## src/rtl/rtc_control_salida_pkg.sv

```systemverilog
// Shared definitions for the RTC bus-cycle generator: state encoding,
// default phase lengths and the phase-counter sizing helper.
package rtc_control_salida_pkg;

    typedef enum logic [2:0] {
        ST_IDLE,
        ST_ADDR,
        ST_AHOLD,
        ST_DATA,
        ST_DHOLD,
        ST_DONE
    } state_t;

    localparam int unsigned T_ADDR_DEF = 4;
    localparam int unsigned T_DATA_DEF = 4;

    // A phase of length T is counted from T-1 down to 0; keep at least one bit.
    function automatic int unsigned cnt_width(input int unsigned a, input int unsigned b);
        int unsigned m;
        m = (a > b) ? a : b;
        return (m > 1) ? $clog2(m) : 1;
    endfunction

endpackage

```

## src/rtl/rtc_control_salida.sv

```systemverilog
// Bus-cycle generator for a parallel RTC with multiplexed AD bus:
// one address phase then one data phase per request, ending in a final pulse.
module rtc_control_salida
    import rtc_control_salida_pkg::*;
#(
    parameter int unsigned T_ADDR = T_ADDR_DEF,
    parameter int unsigned T_DATA = T_DATA_DEF
) (
    input  logic       i_clk,
    input  logic       i_reset,
    input  logic       i_iniciar,
    input  logic       i_escribe,
    input  logic [7:0] i_direccion,
    input  logic [7:0] i_dato,
    input  logic       i_esc,
    output logic [7:0] o_data_out,
    output logic       o_cs,
    output logic       o_ad,
    output logic       o_rd,
    output logic       o_wr,
    output logic       o_final,
    output logic       o_escreg
);

    localparam int unsigned CW = cnt_width(T_ADDR, T_DATA);
    localparam logic [CW-1:0] ADDR_LOAD = CW'(T_ADDR - 1);
    localparam logic [CW-1:0] DATA_LOAD = CW'(T_DATA - 1);

    state_t        r_state;
    logic [CW-1:0] r_cnt;
    logic          r_escribe;
    logic [7:0]    r_dato;
    logic [7:0]    r_data_out;
    logic          r_cs;
    logic          r_ad;
    logic          r_rd;
    logic          r_wr;
    logic          r_final;
    logic          r_escreg;

    // Outputs are assigned for the state being entered, so they are valid
    // during that state; the address stays parked in r_data_out until DATA.
    always_ff @(posedge i_clk) begin
        if (i_reset) begin
            r_state    <= ST_IDLE;
            r_cnt      <= '0;
            r_escribe  <= 1'b0;
            r_dato     <= '0;
            r_data_out <= '0;
            r_cs       <= 1'b1;
            r_ad       <= 1'b1;
            r_rd       <= 1'b1;
            r_wr       <= 1'b1;
            r_final    <= 1'b0;
            r_escreg   <= 1'b0;
        end else begin
            r_final  <= 1'b0;
            r_escreg <= 1'b0;
            unique case (r_state)
                ST_IDLE: begin
                    r_cs       <= 1'b1;
                    r_ad       <= 1'b1;
                    r_rd       <= 1'b1;
                    r_wr       <= 1'b1;
                    r_data_out <= '0;
                    if (i_iniciar) begin
                        r_escribe  <= i_escribe;
                        r_dato     <= i_dato;
                        r_state    <= ST_ADDR;
                        r_cnt      <= ADDR_LOAD;
                        r_cs       <= 1'b0;
                        r_ad       <= 1'b0;
                        r_wr       <= 1'b0;
                        r_data_out <= i_direccion;
                        r_escreg   <= i_esc;
                    end
                end
                ST_ADDR: begin
                    r_escreg <= i_esc;
                    if (r_cnt == '0) begin
                        r_state <= ST_AHOLD;
                        r_wr    <= 1'b1;
                    end else begin
                        r_cnt <= r_cnt - CW'(1);
                    end
                end
                ST_AHOLD: begin
                    r_state <= ST_DATA;
                    r_cnt   <= DATA_LOAD;
                    r_ad    <= 1'b1;
                    if (r_escribe) begin
                        r_wr       <= 1'b0;
                        r_data_out <= r_dato;
                        r_escreg   <= i_esc;
                    end else begin
                        r_rd       <= 1'b0;
                        r_data_out <= '0;
                    end
                end
                ST_DATA: begin
                    r_escreg <= i_esc & r_escribe;
                    if (r_cnt == '0) begin
                        r_state <= ST_DHOLD;
                        r_rd    <= 1'b1;
                        r_wr    <= 1'b1;
                    end else begin
                        r_cnt <= r_cnt - CW'(1);
                    end
                end
                ST_DHOLD: begin
                    r_state    <= ST_DONE;
                    r_cs       <= 1'b1;
                    r_ad       <= 1'b1;
                    r_rd       <= 1'b1;
                    r_wr       <= 1'b1;
                    r_data_out <= '0;
                    r_final    <= 1'b1;
                end
                ST_DONE: begin
                    r_state <= ST_IDLE;
                end
                default: begin
                    r_state <= ST_IDLE;
                end
            endcase
        end
    end

    assign o_data_out = r_data_out;
    assign o_cs       = r_cs;
    assign o_ad       = r_ad;
    assign o_rd       = r_rd;
    assign o_wr       = r_wr;
    assign o_final    = r_final;
    assign o_escreg   = r_escreg;

endmodule

```

## config.mk

```make
export PLATFORM = sky130hd
export DESIGN_NAME = rtc_control_salida
export DESIGN_NICKNAME = d
export VERILOG_FILES = /design/src/rtl/rtc_control_salida_pkg.sv /design/src/rtl/rtc_control_salida.sv
export SDC_FILE = /design/constraint.sdc
export NUM_CORES = 1
export LEC_CHECK = 0
export BUFFER_PORTS_ARGS = -buffer_cell sky130_fd_sc_hd__buf_2
export CAP_MARGIN = 20
export CORE_UTILIZATION = 45
export DETAILED_ROUTE_END_ITERATION = 12
export GPL_TIMING_DRIVEN = 0
export PLACE_DENSITY = 0.77
export SKIP_LAST_GASP = 1
export SYNTH_ARGS = -nofsm -noshare
export SYNTH_HDL_FRONTEND = slang
export SYNTH_SLANG_ARGS = --single-unit
```

## constraint.sdc

```tcl
create_clock -name i_clk -period 3 [get_ports i_clk]
set_input_delay 0.3 -clock i_clk [delete_from_list [all_inputs] [get_ports i_clk]]
set_output_delay 0.3 -clock i_clk [all_outputs]
set_load 0.05 [all_outputs]
```

**Yosys cells after proc, flatten, opt, wreduce, memory -nomap -nowiden**

Cells that the tools add are included.

- Register bits: 28
- Logic and storage cells: 62
- Bits of input ports: 21

- Bitwise operators: 1
- Equal/unequal tests: 11
- Muxes and demuxes: 22
- Add/subtract/negate cells: 1
- Reductions and logical operators: 16

Operators with widths:

| cell | count |
|---|---|
| 8-bit case mux with 3 select lines | 1 |
| 8-bit two-way mux | 2 |
| 3-bit case mux with 5 select lines | 1 |
| 2-bit inequality test (second input constant) | 6 |
| 3-bit AND reduction | 4 |
| 3-bit two-way mux | 3 |
| 3-bit nonzero test | 3 |
| 1-bit case mux with 4 select lines | 2 |
| 1-bit two-way mux | 7 |
| 3-bit by 2-bit == test with 1-bit output (second input constant) | 2 |
| 2-bit case mux with 3 select lines | 1 |
| 2-bit OR reduction | 3 |
| 2-bit two-way mux | 2 |
| 1-bit case mux with 2 select lines | 2 |
| 2-bit nonzero test | 2 |
| 4-bit nonzero test | 1 |
| 3-bit by 1-bit == test with 1-bit output (second input constant) | 1 |
| 3-bit == test (second input constant) | 1 |
| 3-bit zero test | 1 |
| 1-bit case mux with 3 select lines | 1 |
| 2-bit zero test | 1 |
| 2-bit by 1-bit inequality test with 1-bit output (second input constant) | 1 |
| 2-bit AND reduction | 1 |
| 2-bit by 1-bit subtractor with 2-bit output (second input constant) | 1 |
| 1-bit bitwise AND | 1 |

**Logic depth before layout (Yosys ltp)**

Gate-level depths: netlist of run 1.

- Word-level depth: 4
- Gate-level depth with buffers: 6
- Gate-level depth less buffers: 6

**Worst setup path before layout of run 1**

No wires, ideal clock.

- Kind: register to register
- Start: register r_cnt[0]
- End: register r_rd (netlist: o_rd)
- Buffers on the path: 0
- Arrival time: 1.116 ns
- Setup time: 0.124 ns
- Setup slack: 1.759 ns
- Cell stages (with the launch flop): 6
- Path through: dfxtp_1 inv_1 ha_1 nand2_1 nor3b_2 a2111o_1

- Cells in the longest elaborated chain, start to end: 3

RTL lines:

| what | line | RTL |
|---|---|---|
| from (decl) | rtc_control_salida.sv:30 | `logic [CW-1:0] r_cnt;` |
| from (signal assigned) | rtc_control_salida.sv:84 | `r_cnt <= r_cnt - CW'(1);` |
| from (signal assigned) | rtc_control_salida.sv:107 | `r_cnt <= r_cnt - CW'(1);` |
| 2-bit zero test | rtc_control_salida.sv:102 | `if (r_cnt == '0) begin` |
| 2-bit inequality test (no source line) | -- |  |
| 3-bit AND reduction (no source line) | -- |  |
| to (signal assigned) | rtc_control_salida.sv:96 | `r_rd <= 1'b0;` |
| to (signal assigned) | rtc_control_salida.sv:104 | `r_rd <= 1'b1;` |
| to (signal assigned) | rtc_control_salida.sv:114 | `r_rd <= 1'b1;` |
| to (decl) | rtc_control_salida.sv:36 | `logic r_rd;` |

No other way between the ends.
A chain may end at the register's enable or synchronous reset.

**Final worst setup path of run 1**

Ends and elaborated chain as after synthesis.

==> results of run 1 <==
==> stage by stage <==
stage	hold WS (ns)	cell area [sq um]	setup WS, ns	util (%)	cells
4_1_cts	0.1788	1550	1.638	56.22	209
5_1_grt	0.1754	1550	1.549	56.22	209
6_report	0.1878	1550	1.620	56.22	209
3_5_place_dp	0.4636	1514	1.678	54.90	205
2_1_floorplan	0.4360	1305	1.759	-	140
3_3_place_gp	0.4598	1514	1.682	54.90	205
==> cells in the mapped netlist (all sizes together) <==
cell type   n  area share, %
dfxtp      28             43
nand2      21            6.2
nor2       16            5.2
a21oi      15            6.0
nor3       12            8.4
a221oi      8            9.2
buf         8            4.2
o21ai       6            2.3
inv         5            1.4
nand2b      4            2.5
a2111oi     2            1.8
o21bai      2            1.2
a2111o      1           0.86
a211oi      1           0.58
a21o        1           0.67
a311oi      1           0.67
and2        1           0.48
clkbuf      1           0.29
ha          1           0.96
mux2i       1           0.77
nor2b       1           0.48
nor3b       1           0.96
nor4b       1           0.67
or3         1           0.48
xor2        1           0.67
==> power by group <==
group | internal [mW] | switching [mW] | total, mW
registers | 0.415 | 0.0320 | 0.447
logic | 0.106 | 0.210 | 0.316
clock network | 0.0743 | 0.109 | 0.183
total | 0.595 | 0.351 | 0.946
==> registers in the layout, summed over array words and instances (netlist names) <==
| register | cells |
|---|---|
| o_ad | 1 |
| o_cs | 1 |
| o_data_out | 8 |
| o_escreg | 1 |
| o_final | 1 |
| o_rd | 1 |
| o_wr | 1 |
| r_cnt | 2 |
| r_dato | 8 |
| r_escribe | 1 |
| r_state | 3 |
==> cell families (layout without fill, tap and decap cells) <==
kind of cell | Yosys count | count (layout) | synth area share [%]
and+or+nand+nor | 58 | 58 | 25.41
muxes | 1 | 1 | 0.7670
DFF | 28 | 28 | 42.95
xor gates and xnor gates | 1 | 1 | 0.6713
adders and majority gates | 1 | 1 | 0.9586
AOI/OAI and AO/OA | 37 | 37 | 23.30
buffers and inverters | 14 | 52 | 5.944
==> layer usage <==
metal | wire length, um | vias up | track usage [%]
met5 | 0 | - | 0
met4 | 75 | 0 | 10.80
met3 | 93 | 6 | 2.326
met2 | 1342 | 25 | 31.50
met1 | 1294 | 513 | 23.93
li1 | - | 566 | -
==> layout make-up <==
type | count | area [sq um]
multi-input combinational | 98 | 666.9
buffer | 9 | 58.81
sequential | 28 | 560.5
timing repair buffer | 34 | 170.2
fill | 268 | 1207
inverter | 5 | 18.77
clock buffer | 4 | 36.28
tap | 31 | 38.79
==> worst min-delay path by stage <==
| stage | startpoint | depth (start not counted) | endpoint | slack, ns |
|---|---|---|---|---|
| CTS | i_dato[1] | 3 | r_dato[1] | 0.18 |
| global placement | r_dato[2] | 2 | r_dato[2] | 0.46 |
| global route | i_dato[3] | 3 | r_dato[3] | 0.18 |
| finish | i_dato[1] | 3 | r_dato[1] | 0.19 |
| detailed placement | o_rd | 1 | o_rd | 0.46 |
| floorplan | i_dato[0] | 2 | r_dato[0] | 0.44 |
==> worst min-delay path, cell delays in order <==
cell and delay [ns]:
buf_2 0.10, nand2_1 0.04, a21oi_1 0.05
==> results.sh, run 1 <==
export IMPL_status="complete, no violations"
export IMPL_clkTransAtPathRegs_ns=0.15
export IMPL_clk_insertion_delay_late_ns=0.33
export IMPL_vias_per_cell=5.311
export IMPL_rsz0062_at_grt="no"
export IMPL_grt_max_degree=16
export IMPL_ir_worst_vdd_v=0.0003431
export IMPL_cts_root_buf="clkbuf_4"
export IMPL_crit_buf_inv=1
export IMPL_period_needed_ns=1.380
export IMPL_critical_path_top_delay_family="flip-flops"
export IMPL_hold_buffers=0
export IMPL_ys_types=34
export IMPL_cp_end_kind="flop"
export IMPL_required_ns=3.22
export IMPL_worst_pin_slew_ns=0.4198
export IMPL_r2r_start="r_cnt[0]"
export IMPL_cp_depth=5
export IMPL_drc=0
export IMPL_crit_end="o_rd"
export IMPL_drv_slew=0
export IMPL_final_nets=201
export IMPL_clock_path_buffers=2
export IMPL_cts_sinks=28
export IMPL_final_common_cell="buf_2"
export IMPL_core_area_sq_um=2758
export IMPL_crit_arrival_ns=1.60
export IMPL_p_leak_nw=0.6570
export IMPL_htree_levels=1
export IMPL_die_h_um=55.85
export IMPL_rrSetupSlack_ns=1.62
export IMPL_cts_buffers_inserted=3
export IMPL_dr_pass1_iters=4
export IMPL_area_growth_pct=18.79
export IMPL_design_die_area_sq_um=3119
export IMPL_cts_resized=0
export IMPL_place_gp_congestion=0.7726
export IMPL_maxCapViolCount=0
export IMPL_crit_fanout=4
export IMPL_slowest_stage="dfxtp_1"
export IMPL_hold_violations=0
export IMPL_grt_pass1_vias=1083
export IMPL_layout_common_cells="buf_2 (39), dfxtp_1 (28), nand2_1 (20)"
export IMPL_slew_headroom_pct=72.01
export IMPL_drt_first_iter_violations=18
export IMPL_powerDensity_nw_per_um2=610.4
export IMPL_start_kind="flop"
export IMPL_initial_core_util_pct=47.32
export IMPL_rr_worst_depth=5
export IMPL_fin_worst_skew_ns=0.005793
export IMPL_syn_area_per_cell_sq_um=9.321
export IMPL_final_layout_size_suffix_gt1_share_pct=39.89
export IMPL_io_buffer_count=34
export IMPL_syn_area_sq_um=1305
export IMPL_synth_nets=162
export IMPL_synthCells=140
export IMPL_cp_startpoint="r_cnt[0]"
export IMPL_dp_hpwl_um=2138
export IMPL_post_drt_wl_per_cell_um=13.42
export IMPL_drtAntennaViolNets=0
export IMPL_reg2reg_to="o_rd"
export IMPL_fmax_mhz=724.7
export IMPL_grt_usage_pct=19.01
export IMPL_fin_crit_sh_pct=46.00
export IMPL_synth_seq_cells=28
export IMPL_ios=35
export IMPL_wirelength_um=2805
export IMPL_antenna_found_initial=0
export IMPL_ys_seq_area_share_pct=42.95
export IMPL_p_total_uw=946.3
export IMPL_grt_pass1_wl_um=4650
export IMPL_cp_cell_sequence="inv_1, ha_1, nand2_1, nor3b_2, a2111o_1"
export IMPL_overflow=0
export IMPL_max_stage_delay_ns=0.39
export IMPL_fin_setup_tns_ns=0
export IMPL_cts_tree="done"
export IMPL_critPathKind="flop to flop"
export IMPL_rows=19
export IMPL_diodes=0
export IMPL_die_x_um=55.85
export IMPL_hp_class="input port to flop"
export IMPL_ys_warnings_count=0
export IMPL_post_cts_buffers=0
export IMPL_setup_viol=0
export IMPL_vias=1110
Power figures use the tool's default switching activity.
==> run 2, diff against run 1 <==
- ABC_AREA: unset -> 1
- clock period: 3 -> 1.36 ns (I/O delays scaled with it)
==> run 2 against run 1 <==
Against the previous run: the flow now finishes with violations (DRC); sequential power rose to 2.5 times the previous value; utilization is 1.3 points higher; cell count up 15%; clock-buffer cell count decreased by 1; first-iteration DRC count grew 78%; final area rose by 4.0%; power grew to 3.1 times the previous value; clock power grew to 3.1 times the previous value; synthesized area increased by 3.2%.
==> results.sh, run 2 <==
export IMPL_place_inst=236
export IMPL_die_x_um=56.70
export IMPL_period_needed_ns=1.284
export IMPL_design_die_area_sq_um=3214
export IMPL_dp_hpwl_um=2204
export IMPL_yosys_area_share_simple_pct=20.17
export IMPL_clock_path_buffers=2
export IMPL_cp_end_kind="flop"
export IMPL_area_growth_pct=19.80
export IMPL_synth_seq_cells=28
export IMPL_ios=35
export IMPL_synth_top_cells_by_count="dfxtp_1 (28), nand2_1 (27), o21ai_0 (21)"
export IMPL_synth_area_leaders="dfxtp_1 (42%), o21ai_0 (7.8%), nand2_1 (7.5%), a21oi_1 (5.9%), a21oi_2 (5.2%)"
export IMPL_dpl_instance_area_sq_um=1550
export IMPL_final_nets=232
export IMPL_maxCapViolCount=0
export IMPL_ir_worst_vdd_v=0.0009950
export IMPL_diodes=0
export IMPL_crit_fanout=10
export IMPL_layout_common_cells="buf_2 (36), nand2_1 (27), dfxtp_1 (26)"
export IMPL_synth_edf_count=0
export IMPL_hold_violations=0
export IMPL_required_ns=1.65
export IMPL_synthAdderAreaFrac_pct=0.9294
export IMPL_hold_ws_ns=0.01802
export IMPL_synthXorXnorAreaFrac_pct=0
export IMPL_p_total_mw=2.961
export IMPL_critPathKind="flop to flop"
export IMPL_synthCells=172
export IMPL_fin_crit_sh_pct=94.42
export IMPL_clk_insertion_delay_late_ns=0.34
export IMPL_overflow=0
export IMPL_ys_warnings_count=0
export IMPL_synth_compound_area_share_pct=26.02
export IMPL_drtAntennaViolNets=0
export IMPL_cts_tree="done"
export IMPL_place_gp_congestion=0.8310
export IMPL_p_leak_nw=0.7209
export IMPL_nFillCells=295
export IMPL_syn_area_sq_um=1346
export IMPL_yosysTopAreaCell="dfxtp_1"
export IMPL_worst_pin_slew_ns=0.3976
export IMPL_post_drt_wl_per_cell_um=12.39
export IMPL_cts_sinks=28
export IMPL_synth_top_area_share_pct=41.64
export IMPL_async_flop_share_pct=0
export IMPL_cts_buffers_inserted=3
export IMPL_grt_pass1_wl_um=5037
export IMPL_crit_arrival_ns=1.58
export IMPL_hp_class="input port to flop"
export IMPL_syn_area_per_cell_sq_um=7.827
export IMPL_drv_slew=0
export IMPL_dr_pass1_iters=8
export IMPL_powerDensity_nw_per_um2=1836
export IMPL_grt_max_degree=17
export IMPL_clkTransAtPathRegs_ns=0.16
export IMPL_status="complete, but fails checks"
export IMPL_rsz0062_at_grt="no"
export IMPL_synth_top_family_by_area="compound AO/OA/AOI/OAI gates"
export IMPL_fmax_mhz=778.8
export IMPL_grt_pass1_vias=1135
export IMPL_ys_seq_area_share_pct=41.64
export IMPL_die_h_um=56.70
export IMPL_cts_root_buf="clkbuf_4"
export IMPL_start_kind="flop"
export IMPL_post_cts_buffers=0
export IMPL_final_common_cell="buf_2"
export IMPL_fin_worst_skew_ns=0.004105
export IMPL_fin_setup_tns_ns=0
export IMPL_rows=19
export IMPL_vias_per_cell=5.338
export IMPL_synth_most_common_cell="dfxtp_1"
export IMPL_drc=2
export IMPL_antenna_found_initial=0
export IMPL_failed_checks="DRC"
export IMPL_io_buffer_count=33
export IMPL_setup_viol=0
export IMPL_ys_types=23
export IMPL_drt_first_iter_violations=32
export IMPL_wirelength_um=2974
export IMPL_final_layout_size_suffix_gt1_share_pct=31.10
export IMPL_synth_nets=194
export IMPL_initial_core_util_pct=47.99
export IMPL_synth_flop_cell="dfxtp_1"
export IMPL_vias=1281
export IMPL_core_area_sq_um=2805
export IMPL_grt_usage_pct=19.95
export IMPL_finalNonFillerCells=240
export IMPL_fin_area_sq_um=1613
export IMPL_synth_mux_area_share_pct=0
export IMPL_slew_headroom_pct=73.49
export IMPL_htree_levels=1
==> run 2: cell families after synthesis <==
kind of cell | count (synthesis)
fa+ha+maj | 1
flops | 28
compound gates | 57
buf+inv | 30
simple gates | 56
==> run 2: where the power goes <==
part	leakage (nW)	total [mW]	switching (mW)	internal [mW]
registers	0.232	1.13	0.124	1.00
clock network	0.0279	0.564	0.265	0.299
logic	0.461	1.27	0.855	0.415
total	0.721	2.96	1.24	1.72
==> run 2: area by class of cell <==
type | count | area, sq um | share of cell area, %
clock inverters | 1 | 30.03 | 1.862
well taps | 31 | 38.79 | 2.405
inverters | 19 | 71.32 | 4.422
multi-input cells | 114 | 639.4 | 39.64
clock buffers | 3 | 22.52 | 1.396
repair buffers | 33 | 165.2 | 10.24
flip-flops and latches | 28 | 563.0 | 34.91
plain buffers | 11 | 82.58 | 5.120
==> run 2: worst paths after layout <==
check | start | end | slack [ns] | cells past startpoint
worst max-delay path | r_state[2] | o_data_out[2] | 0.08 | 5
worst min-delay path | i_reset | r_state[1] | 0.02 | 2
worst max register to register | r_state[2] | o_data_out[2] | 0.08 | 5
worst min register to register | r_dato[2] | r_dato[2] | 0.46 | 2
==> run 2: critical path, cell delays in order (launching register included) <==
cell and delay [ns]:
dfxtp_1 0.33, buf_4 0.17, a21oi_4 0.24, clkbuf_4 0.25, o21ai_0 0.11, a21oi_2 0.14
==> run 2: repair_timing <==
action                                  in CTS  in global routing
endpoints found under the setup margin       0                 17
gates resized for setup                      0                  5
hold buffers                                 0                  0
==> run 2: per-layer routing <==
layer,GRT usage (%),share of wire (%),vias up
met4,5.000,0.94,0
met5,0,0,-
met1,25.78,47,591
met3,5.300,3.8,4
li1,-,-,658
met2,32.82,48,28
==> run 2: stage by stage <==
step,worst slack (ns),utilization [%]
floorplan,0.2244,-
global placement,0.1033,55.26
detailed placement,0.07577,55.26
CTS,0.04856,57.14
global route,0.005218,57.49
finish,0.07589,57.49
